--- src/rtl/wb_select_pipe.sv ---
// Write-back source selector: picks a datapath source or an extended immediate,
// tags it with the destination register and buffers it in a 2-entry valid/ready stage.
module wb_select_pipe #(
    parameter int bits      = 8,
    parameter int SOURCES   = 4,
    parameter int IMM_BITS  = 4,
    parameter int ADDR_BITS = 3
) (
    input  logic                         clk,
    input  logic                         rst,
    input  logic                         in_valid,
    output logic                         in_ready,
    input  logic [$clog2(SOURCES)-1:0]   sel,
    input  logic [SOURCES*bits-1:0]      src_data,
    input  logic [IMM_BITS-1:0]          imm,
    input  logic                         imm_sext,
    input  logic                         use_imm,
    input  logic [ADDR_BITS-1:0]         dest_in,
    output logic                         out_valid,
    input  logic                         out_ready,
    output logic [bits-1:0]              out_data,
    output logic [ADDR_BITS-1:0]         dest_out,
    output logic                         sel_err,
    output logic [15:0]                  wb_count
);

    localparam int SEL_W = $clog2(SOURCES);
    localparam int SEL_SPAN = 2 ** SEL_W;
    localparam logic [SEL_W:0] NSRC = (SEL_W + 1)'(SOURCES);

    // Sources padded to the full sel range so indexing never leaves the array.
    logic [bits-1:0] src_arr [SEL_SPAN];
    logic [bits-1:0] imm_ext;
    logic [bits-1:0] new_data;
    logic            new_err;
    logic            sel_ok;
    logic            push;
    logic            pop;

    logic [bits-1:0]      head_data_reg;
    logic [ADDR_BITS-1:0] head_dest_reg;
    logic [bits-1:0]      skid_data_reg;
    logic [ADDR_BITS-1:0] skid_dest_reg;
    logic [1:0]           count_reg;
    logic                 sel_err_reg;
    logic [15:0]          wb_count_reg;

    genvar gi;
    generate
        for (gi = 0; gi < SEL_SPAN; gi++) begin : g_src
            if (gi < SOURCES) begin : g_real
                assign src_arr[gi] = src_data[gi*bits +: bits];
            end else begin : g_pad
                assign src_arr[gi] = '0;
            end
        end

        if (IMM_BITS == bits) begin : g_imm_full
            assign imm_ext = imm;
        end else begin : g_imm_ext
            assign imm_ext = {{(bits-IMM_BITS){imm_sext & imm[IMM_BITS-1]}}, imm};
        end
    endgenerate

    assign sel_ok = ({1'b0, sel} < NSRC);

    always_comb begin
        new_data = '0;
        new_err  = 1'b0;
        if (use_imm) begin
            new_data = imm_ext;
        end else if (sel_ok) begin
            new_data = src_arr[sel];
        end else begin
            new_err = 1'b1;
        end
    end

    assign in_ready  = !rst && (count_reg < 2'd2);
    assign out_valid = (count_reg != 2'd0);
    assign push      = in_valid && in_ready;
    assign pop       = out_valid && out_ready;

    always_ff @(posedge clk) begin
        if (rst) begin
            head_data_reg <= '0;
            head_dest_reg <= '0;
            skid_data_reg <= '0;
            skid_dest_reg <= '0;
            count_reg     <= 2'd0;
            sel_err_reg   <= 1'b0;
            wb_count_reg  <= 16'd0;
        end else begin
            if (pop) begin
                wb_count_reg <= wb_count_reg + 16'd1;
            end
            if (push && new_err) begin
                sel_err_reg <= 1'b1;
            end
            // Head is only rewritten when a newer word takes its place, so an
            // empty buffer keeps showing the last delivered word.
            case ({push, pop})
                2'b10: begin
                    if (count_reg == 2'd0) begin
                        head_data_reg <= new_data;
                        head_dest_reg <= dest_in;
                    end else begin
                        skid_data_reg <= new_data;
                        skid_dest_reg <= dest_in;
                    end
                    count_reg <= count_reg + 2'd1;
                end
                2'b01: begin
                    if (count_reg == 2'd2) begin
                        head_data_reg <= skid_data_reg;
                        head_dest_reg <= skid_dest_reg;
                    end
                    count_reg <= count_reg - 2'd1;
                end
                2'b11: begin
                    // Push implies count < 2 and pop implies count > 0: count is 1.
                    head_data_reg <= new_data;
                    head_dest_reg <= dest_in;
                end
                default: begin
                end
            endcase
        end
    end

    assign out_data = head_data_reg;
    assign dest_out = head_dest_reg;
    assign sel_err  = sel_err_reg;
    assign wb_count = wb_count_reg;

endmodule

--- config.mk ---
export PLATFORM = sky130hd
export DESIGN_NAME = wb_select_pipe
export DESIGN_NICKNAME = d
export VERILOG_FILES = /design/src/rtl/wb_select_pipe.sv
export SDC_FILE = /design/constraint.sdc
export NUM_CORES = 1
export LEC_CHECK = 0
export CAP_MARGIN = 20
export CORE_ASPECT_RATIO = 0.6
export CORE_MARGIN = 3
export CORE_UTILIZATION = 30
export CTS_CLUSTER_SIZE = 16
export DETAILED_ROUTE_END_ITERATION = 8
export GPL_ROUTABILITY_DRIVEN = 1
export MAX_ROUTING_LAYER = met4
export SLEW_MARGIN = 40
export SYNTH_ARGS = -nofsm -noshare
export SYNTH_HDL_FRONTEND = slang
export SYNTH_SLANG_ARGS = --single-unit
--- constraint.sdc ---
create_clock -name clk -period 3.7 [get_ports clk]
set_input_delay 0.37 -clock clk [delete_from_list [all_inputs] [get_ports clk]]
set_output_delay 0.37 -clock clk [all_outputs]
set_load 0.03 [all_outputs]
=== Yosys cells after proc, flatten, opt, wreduce, memory -nomap -nowiden ===
Index checks and enable logic that the tools add are counted.

* Add/sub/neg operators: 3
* Magnitude comparators: 2
* Eq/ne operators: 6
* Muxes and demuxes: 11
* Bitwise logic cells: 3
* Reduce and logical (&&, ||, !) cells: 10

{| class="wikitable"
|+ Operator list
! cell !! number
|-
| $mux W8 || 5
|-
| $pmux W8 S3 || 1
|-
| $add A16 B1 Y16 const B || 1
|-
| $bmux W8 S2 || 1
|-
| $pmux W3 S3 || 1
|-
| $eq A2 B2 Y1 const B || 3
|-
| $mux W3 || 2
|-
| $ne A2 B2 Y1 const B || 2
|-
| $pmux W2 S2 || 1
|-
| $reduce_bool A2 Y1 || 2
|-
| $ge A3 B3 Y1 const B || 1
|-
| $logic_and A1 B1 Y1 || 3
|-
| $not A2 Y3 || 1
|-
| $reduce_and A3 Y1 || 1
|-
| $reduce_bool A3 Y1 || 1
|-
| $add A2 B1 Y2 const B || 1
|-
| $eq A2 B1 Y1 const B || 1
|-
| $logic_not A2 Y1 || 1
|-
| $lt A2 B2 Y1 const B || 1
|-
| $reduce_and A2 Y1 || 1
|-
| $sub A2 B1 Y2 const B || 1
|-
| $and A1 B1 Y1 || 1
|-
| $logic_not A1 Y1 || 1
|-
| $not A1 Y1 || 1
|}

* Flip-flop bits (word level): 40
* Input bits: 47
* Word-level logic and storage cells: 41

=== Depth between registers and ports, before layout ===
Gate-level depths: netlist of the first run.

* Depth in word-level cells: 7
* Depth in mapped cells: 11

=== Least setup slack after synthesis of the first run ===
Ideal clock, no wire load.

* Path type: input to register
* Start: input rst
* End: register head_data_reg[3] (netlist: out_data[3])
* Arrival time: 2.237 ns
* Slack: 1.346 ns
* Cell stages on the path: 8
* Buffers on the path: 1
* Cell sequence: clkbuf_1 > nor2_1 > nand2_1 > ha_1 > mux2_2 > nor3_2 > nor3_2 > a22o_1

* Word-level cells in the longest chain between the ends: 6
* Elaborated cells on any way between the ends: 11
* Those cells by class: eq/ne: 5; mux: 1; reduce/logical: 5

{| class="wikitable"
|+ RTL lines
! item !! line !! RTL
|-
| start: declaration || 10 || <nowiki>input logic rst,</nowiki>
|-
| $logic_not A1 Y1 * || 79 || <nowiki>assign in_ready = !rst && (count_reg < 2'd2);</nowiki>
|-
| $logic_and A1 B1 Y1 * || 79 ||
|-
| via in_ready || 12 || <nowiki>output logic in_ready,</nowiki>
|-
| $logic_and A1 B1 Y1 * || 81 || <nowiki>assign push = in_valid && in_ready;</nowiki>
|-
| $eq A2 B1 Y1 / $eq A2 B2 Y1 (equally long branches) || 102 || <nowiki>case ({push, pop})</nowiki>
|-
| $ne A2 B2 Y1 (no source line) / $reduce_bool A3 Y1 (equally long branches) || -- ||
|-
| $reduce_and A3 Y1 (no source line) || -- ||
|-
| end signal: assignment || 105 || <nowiki>head_data_reg <= new_data;</nowiki>
|-
| end signal: assignment || 115 || <nowiki>head_data_reg <= skid_data_reg;</nowiki>
|-
| end signal: assignment || 122 || <nowiki>head_data_reg <= new_data;</nowiki>
|-
| end: declaration || 40 || <nowiki>logic [bits-1:0] head_data_reg;</nowiki>
|}

The timed path passes the listed nets; every way through them passes the cells marked *.
A chain may end at the register's enable or synchronous reset.

=== Final worst setup path of the first run ===
* Start: register count_reg[0]
* End: register head_data_reg[3] (netlist: out_data[3])

* Elaborated cells on any way between the ends: 15
* Those cells by class: order compare: 1; eq/ne: 6; mux: 1; reduce/logical: 7

{| class="wikitable"
|+ RTL lines
! item !! line !! RTL
|-
| start: declaration || 44 || <nowiki>logic [1:0] count_reg;</nowiki>
|-
| start signal: assignment || 111 || <nowiki>count_reg <= count_reg + 2'd1;</nowiki>
|-
| start signal: assignment || 118 || <nowiki>count_reg <= count_reg - 2'd1;</nowiki>
|-
| $reduce_bool A2 Y1 * || 80 || <nowiki>assign out_valid = (count_reg != 2'd0);</nowiki>
|-
| $logic_and A1 B1 Y1 * || 82 || <nowiki>assign pop = out_valid && out_ready;</nowiki>
|-
| via pop || 38 || <nowiki>logic pop;</nowiki>
|-
| $eq A2 B1 Y1 / $eq A2 B2 Y1 (equally long branches) || 102 ||
|-
| $ne A2 B2 Y1 (no source line) / $reduce_bool A3 Y1 (equally long branches) || -- ||
|-
| $reduce_and A3 Y1 (no source line) || -- ||
|}

Marked as above.

==> run summary, run 1 <==
DRT Pass-1 Iters -> 4
area occupied by multi-input gates -> 1280 um2
post-layout util -> 0.456
Ports -> 77
DR iter-0 viols -> 91
post_cts resized -> 0
Power Density -> 548 nW/um2
final WL -> 6290 um
fmax -> 379 MHz
Worst Tran Pin Value -> 0.633 ns
uppermost layer routed -> met4
critical-path cell list -> or2_1 -> nand2_1 -> inv_1 -> ha_1 -> mux2_2 -> nor3_2 -> nor3_2 -> a22o_1
met1 WL -> 3330 um
Synth Area per Inst -> 8.56 um2
Post-synth EDFFs -> 0
Final Max Slew Viols -> 0
max FFs per register -> 16
Clk pwr share -> 0.254
# Max-Cap Violations -> 0
crit path max-delay cell type -> dfxtp_1
pin count of the biggest net entering global routing -> 42
P_leak -> 1.13 nW
WL/cell -> 15.2 um
initial cell density of the core -> 0.320
largest area contributor in the netlist -> dfxtp_1
gpl congestion -> 0.723
DRC -> 0
Reg area -> 801 um2
vias in the first global route -> 2041
Synth Flop Type -> dfxtp_1
synth warn -> 0
CP required -> 3.93 ns
Startpoint Class -> register
TNS Setup -> 0 ns
synthesized flop and latch total -> 40
Tcrit/Tclk final -> 0.714
status -> completed
postcts setup bufs -> 0
Fillers -> 674
Longest Clk Path Bufs -> 2
Final nets -> 377
Die W -> 117 um
DP Cell Count -> 406
Internal -> 1.07 mW
final instance area -> 3130 um2
initial antenna violation count -> 0
Worst Clk Skew -> 0.00704 ns
Syn Nets -> 308
min cycle time layout -> 2.64 ns
crit path max fanout -> 14
placed cell area -> 2990 um2
die height -> 72.3 um
kind of critical path -> reg -> reg
core box area -> 6880 um2
Clk Tree Root Cell -> clkbuf_16
Sw Pwr -> 0.644 mW
DR vias/cell -> 5.14
sw frac -> 0.375
post-synth top area share -> 0.364
number of port buffers -> 75
part of the power in combinational logic -> 0.404
Critical Path AT -> 2.87 ns
max incr delay on CP -> 0.62 ns
GR Overflow Total -> 0
final instance count without filler cells -> 414
global-route wire length before repair -> 10100 um
DR WL met3 -> 397 um
Worst-path clk slew -> 0.06 ns
Synth Cell Area -> 2200 um2
Num CTS Buffers -> 5
Routed Antenna Nets -> 0
Power Total -> 1.72 mW
Synth Instances -> 257
final setup vio count -> 0
ant diodes -> 0
area grow syn2layout -> 42.4%
top post-synthesis cells by area -> dfxtp_1 36%, nor2_1 5.3%, mux4_2 5.1%
Netlist cell types -> 49
class of the worst hold path -> reg -> reg
sequential share of the synthesized area -> 0.364
Fin. Hold Viols -> 0
met2 wire len -> 2510 um
max_slew headroom -> 0.578
most used cell, CP -> nor3_2
Seq pwr share -> 0.343
TritonCTS clock tree -> built
element type at the critical path end -> register
cts hold-fix bufs -> 0
H-Tree Depth -> 2
GR Util All Layers -> 0.159
RSZ-0062 raised after global routing -> no
Async SR Flop Fraction -> 0
Vias -> 2127
clk_lat worst skew -> 0.28 ns
Max IR drop VDD -> 0.351 mV
DP Wirelength -> 4850 um
fraction of layout cells with a size suffix above 1 -> 0.0673
Row Count -> 23
Die ar. -> 8430 um2
clock sinks -> 40
-- power by group through the flow --
stage / combinational, mW / clock [mW] / sequential, mW
finish: 0.693 / 0.435 / 0.588
global route: 0.764 / 0.463 / 0.601
CTS: 0.696 / 0.443 / 0.587
detailed placement: 0.692 / 0 / 0.595
global placement: 0.680 / 0 / 0.597
floorplan: 0.404 / 0 / 0.644
-- placed cells by master, fill, tap and decap left out, types with 5 or more instances in the layout --
master           Yosys  routed
a211oi_1             7       7
nor3_1               9       9
mux4_2               5       5
a311oi_1             5       5
o21ai_0             10      10
inv_1                8       8
nor2_1              31      31
clkbuf_16            0       5
dfxtp_1             40      40
a21oi_1             22      22
mux2i_1              9       9
xnor2_1              5       5
xor2_1               7       7
clkdlybuf4s50_1      0      75
nand2_1             29      29
-- logic make-up (layout without fill, tap and decap cells) --
kind of cell	Yosys count	in the layout	synth area share
buffers and inverters	23	93	0.0518
adder cells (fa/ha/maj)	4	4	0.0228
AO/OA/AOI/OAI	63	63	0.193
XOR/XNOR	12	12	0.0478
flip-flops	40	40	0.364
AND/OR/NAND/NOR	97	97	0.212
other	1	1	0.00170
multiplexers	17	17	0.108
-- stage by stage --
step	worst slack [ns]	hold WS [ns]
floorplan	1.35	0.436
global placement	1.01	0.445
detailed placement	0.951	0.451
CTS	1.06	0.459
global route	0.797	0.484
finish	1.06	0.457
-- layer usage --
layer	GRT usage	up-vias
li1	-	1069
met1	0.229	996
met2	0.219	55
met3	0.0408	7
met4	0.0420	0
met5	-	-
-- synthesized netlist by cell type, types with 5 or more instances --
cell and n:
nor2_1 31, nor3_1 9, nand2_1 29, o21ai_0 10, mux2i_1 9, mux4_2 5
dfxtp_1 40, a21oi_1 22, inv_1 8, xnor2_1 5, a211oi_1 7, a311oi_1 5
xor2_1 7
-- layout make-up --
| cell class | instances | share of cell area |
|---|---|---|
| clock buffers | 8 | 0.0467 |
| repair buffers | 76 | 0.242 |
| inverters | 9 | 0.0108 |
| flip-flops and latches | 40 | 0.256 |
| multi-input cells | 194 | 0.410 |
| well taps | 87 | 0.0347 |
-- path summary, 6_finish.rpt --
path,cells after the start,from,endpoint,slack [ns]
worst max-delay path,8,count_reg[0],out_data[3],1.06
worst min-delay path,2,skid_dest_reg[1],skid_dest_reg[1],0.46
worst min register to register,2,skid_dest_reg[1],skid_dest_reg[1],0.46
worst max register to register,8,count_reg[0],out_data[3],1.06
-- worst max-delay path: cells and delay by family (launching register included) --
| family | cells | cell delay, ns |
|---|---|---|
| and+or+nand+nor | 4 | 0.77 |
| muxes | 1 | 0.30 |
| adders and majority gates | 1 | 0.55 |
| buffers and inverters | 1 | 0.16 |
| AOI/OAI and AO/OA | 1 | 0.19 |
| DFF | 1 | 0.62 |
Power figures use the tool's default switching activity.
==> inputs of run 2 (changes only) <==
Clock period 3.7 ns to 2.2 ns, I/O delays scaled along.
==> run summary, run 2 (same netlist as run 1, synthesis figures left out) <==
status -> completed (unchanged)
Routed Antenna Nets -> 0 (unchanged)
initial cell density of the core -> 0.320 (unchanged)
final WL -> 6070 um (was 6290 um)
Row Count -> 23 (unchanged)
Final Max Slew Viols -> 0 (unchanged)
DRT Pass-1 Iters -> 4 (unchanged)
vias in the first global route -> 2086 (was 2041)
min cycle time layout -> 2.01 ns (was 2.64 ns)
most frequent cells in the layout -> 74 x clkdlybuf4s50_1, 40 x dfxtp_1, 30 x nor2_1, 29 x nand2_1, 23 x buf_4 (was 75 x clkdlybuf4s50_1, 40 x dfxtp_1, 31 x nor2_1, 29 x nand2_1, 22 x a21oi_1)
FF-to-FF Start -> count_reg[1] (was count_reg[0])
worst hold path cell count -> 2 (unchanged)
# Max-Cap Violations -> 0 (unchanged)
Power Total -> 3.19 mW (was 1.72 mW)
Max IR drop VDD -> 0.511 mV (was 0.351 mV)
area grow syn2layout -> 51.3% (was 42.4%)
Fin. Hold Viols -> 0 (unchanged)
clk_lat worst skew -> 0.28 ns (about the same)
fmax -> 497 MHz (was 379 MHz)
Worst-path clk slew -> 0.06 ns (about the same)
element type at the critical path end -> register (unchanged)
die height -> 72.3 um (unchanged)
Fin Hold WS -> 0.452 ns (was 0.457 ns)
number of port buffers -> 75 (unchanged)
R2R depth -> 9 (was 8)
Critical Path AT -> 2.20 ns (was 2.87 ns)
initial antenna violation count -> 0 (unchanged)
H-Tree Depth -> 2 (unchanged)
Worst R2R End -> dest_out[2] (was out_data[3])
final setup vio count -> 0 (unchanged)
Clk Tree Root Cell -> clkbuf_16 (unchanged)
GR Util All Layers -> 0.155 (was 0.159)
pin count of the biggest net entering global routing -> 42 (unchanged)
CP required -> 2.39 ns (was 3.93 ns)
Die ar. -> 8430 um2 (unchanged)
fraction of layout cells with a size suffix above 1 -> 0.135 (was 0.0673)
Ports -> 77 (unchanged)
postcts setup bufs -> 0 (unchanged)
WL/cell -> 13.9 um (was 15.2 um)
Final nets -> 398 (was 377)
Fillers -> 675 (was 674)
P_leak -> 1.25 nW (was 1.13 nW)
DRC -> 0 (unchanged)
core box area -> 6880 um2 (unchanged)
post_cts resized -> 0 (unchanged)
min-delay src -> skid_dest_reg[1] (unchanged)
GR Overflow Total -> 0 (unchanged)
global-route wire length before repair -> 10100 um (about the same)
Hold EP -> skid_dest_reg[1] (unchanged)
final worst slack -> 0.187 ns (was 1.06 ns)
DR vias/cell -> 4.98 (was 5.14)
TritonCTS clock tree -> built (unchanged)
clock sinks -> 40 (unchanged)
post-place setup slack -> -0.0331 ns (was 0.951 ns)
cts hold-fix bufs -> 0 (unchanged)
class of the worst hold path -> reg -> reg (unchanged)
kind of critical path -> reg -> reg (unchanged)
register-to-register setup slack -> 0.19 ns (was 1.06 ns)
commonest non-fill, non-tap cell in the layout -> clkdlybuf4s50_1 (unchanged)
max FFs per register -> 16 (unchanged)
Tcrit/Tclk final -> 0.915 (was 0.714)
TNS Setup -> 0 ns (unchanged)
Startpoint Class -> register (unchanged)
Worst Clk Skew -> 0.00562 ns (was 0.00704 ns)
Vias -> 2165 (was 2127)
DR iter-0 viols -> 90 (was 91)
Num CTS Buffers -> 5 (unchanged)
Die W -> 117 um (unchanged)
crit path max fanout -> 12 (was 14)
RSZ-0062 raised after global routing -> no (unchanged)
DP Wirelength -> 4870 um (was 4850 um)
Power Density -> 958 nW/um2 (was 548 nW/um2)
ant diodes -> 0 (unchanged)
Longest Clk Path Bufs -> 2 (unchanged)
gpl congestion -> 0.759 (was 0.723)
run 2: changes by cell type in the layout (fill, tap and decap cells not counted):
| cell | change |
|---|---|
| nor2_2 | +1 |
| clkbuf_1 | -2 |
| clkbuf_8 | +1 |
| bufinv_16 | +1 |
| nor2_1 | -1 |
| buf_4 | +22 |
| clkdlybuf4s50_1 | -1 |
run 2: per-layer routing:
metal	global-route usage	routed length, um
met5	-	0
met4	0.0229	29
met3	0.0367	308
met2	0.219	2540
met1	0.228	3190
run 2: where the power goes:
group	total (mW)	internal, mW	switching, mW	leakage (nW)
Sequential	0.930	0.851	0.0790	0.325
Combinational	1.38	0.638	0.743	0.839
Clock	0.876	0.597	0.279	0.0901
run 2: cell type report:
type | instances | area [um2] | area share
Multi-Input combinational cell | 194 | 1290 | 0.387
Timing Repair Buffer | 97 | 913 | 0.275
Sequential cell | 40 | 801 | 0.241
Clock buffer | 7 | 153 | 0.0459
Tap cell | 87 | 109 | 0.0327
Inverter | 9 | 33.8 | 0.0102
Clock inverter | 1 | 30.0 | 0.00903
run 2: stage by stage:
| step | std cells | instance area, um2 | utilization |
|---|---|---|---|
| detailed placement | 427 | 3140 | 0.457 |
| finish | 435 | 3330 | 0.484 |
| CTS | 435 | 3330 | 0.484 |
| global route | 435 | 3330 | 0.484 |
| global placement | 427 | 3140 | 0.457 |
| floorplan | 257 | 2200 | - |
run 2: worst max-delay path by stage:
| stage | from | endpoint |
|---|---|---|
| after global routing | count_reg[1] | dest_out[2] |
| after global placement | rst | out_data[3] |
| final | count_reg[1] | dest_out[2] |
| after floorplan | count_reg[1] | out_data[3] |
| after detailed placement | rst | dest_out[2] |
| after CTS | count_reg[1] | dest_out[2] |
run 2: critical path, cell delays in order (launching register included):
cell and delay (ns):
dfxtp_1 0.32, buf_4 0.20, nor2_2 0.06, nand2_1 0.12
inv_1 0.06, ha_1 0.26, mux2_2 0.32, o21ai_2 0.22
a21oi_1 0.11, a311oi_1 0.25
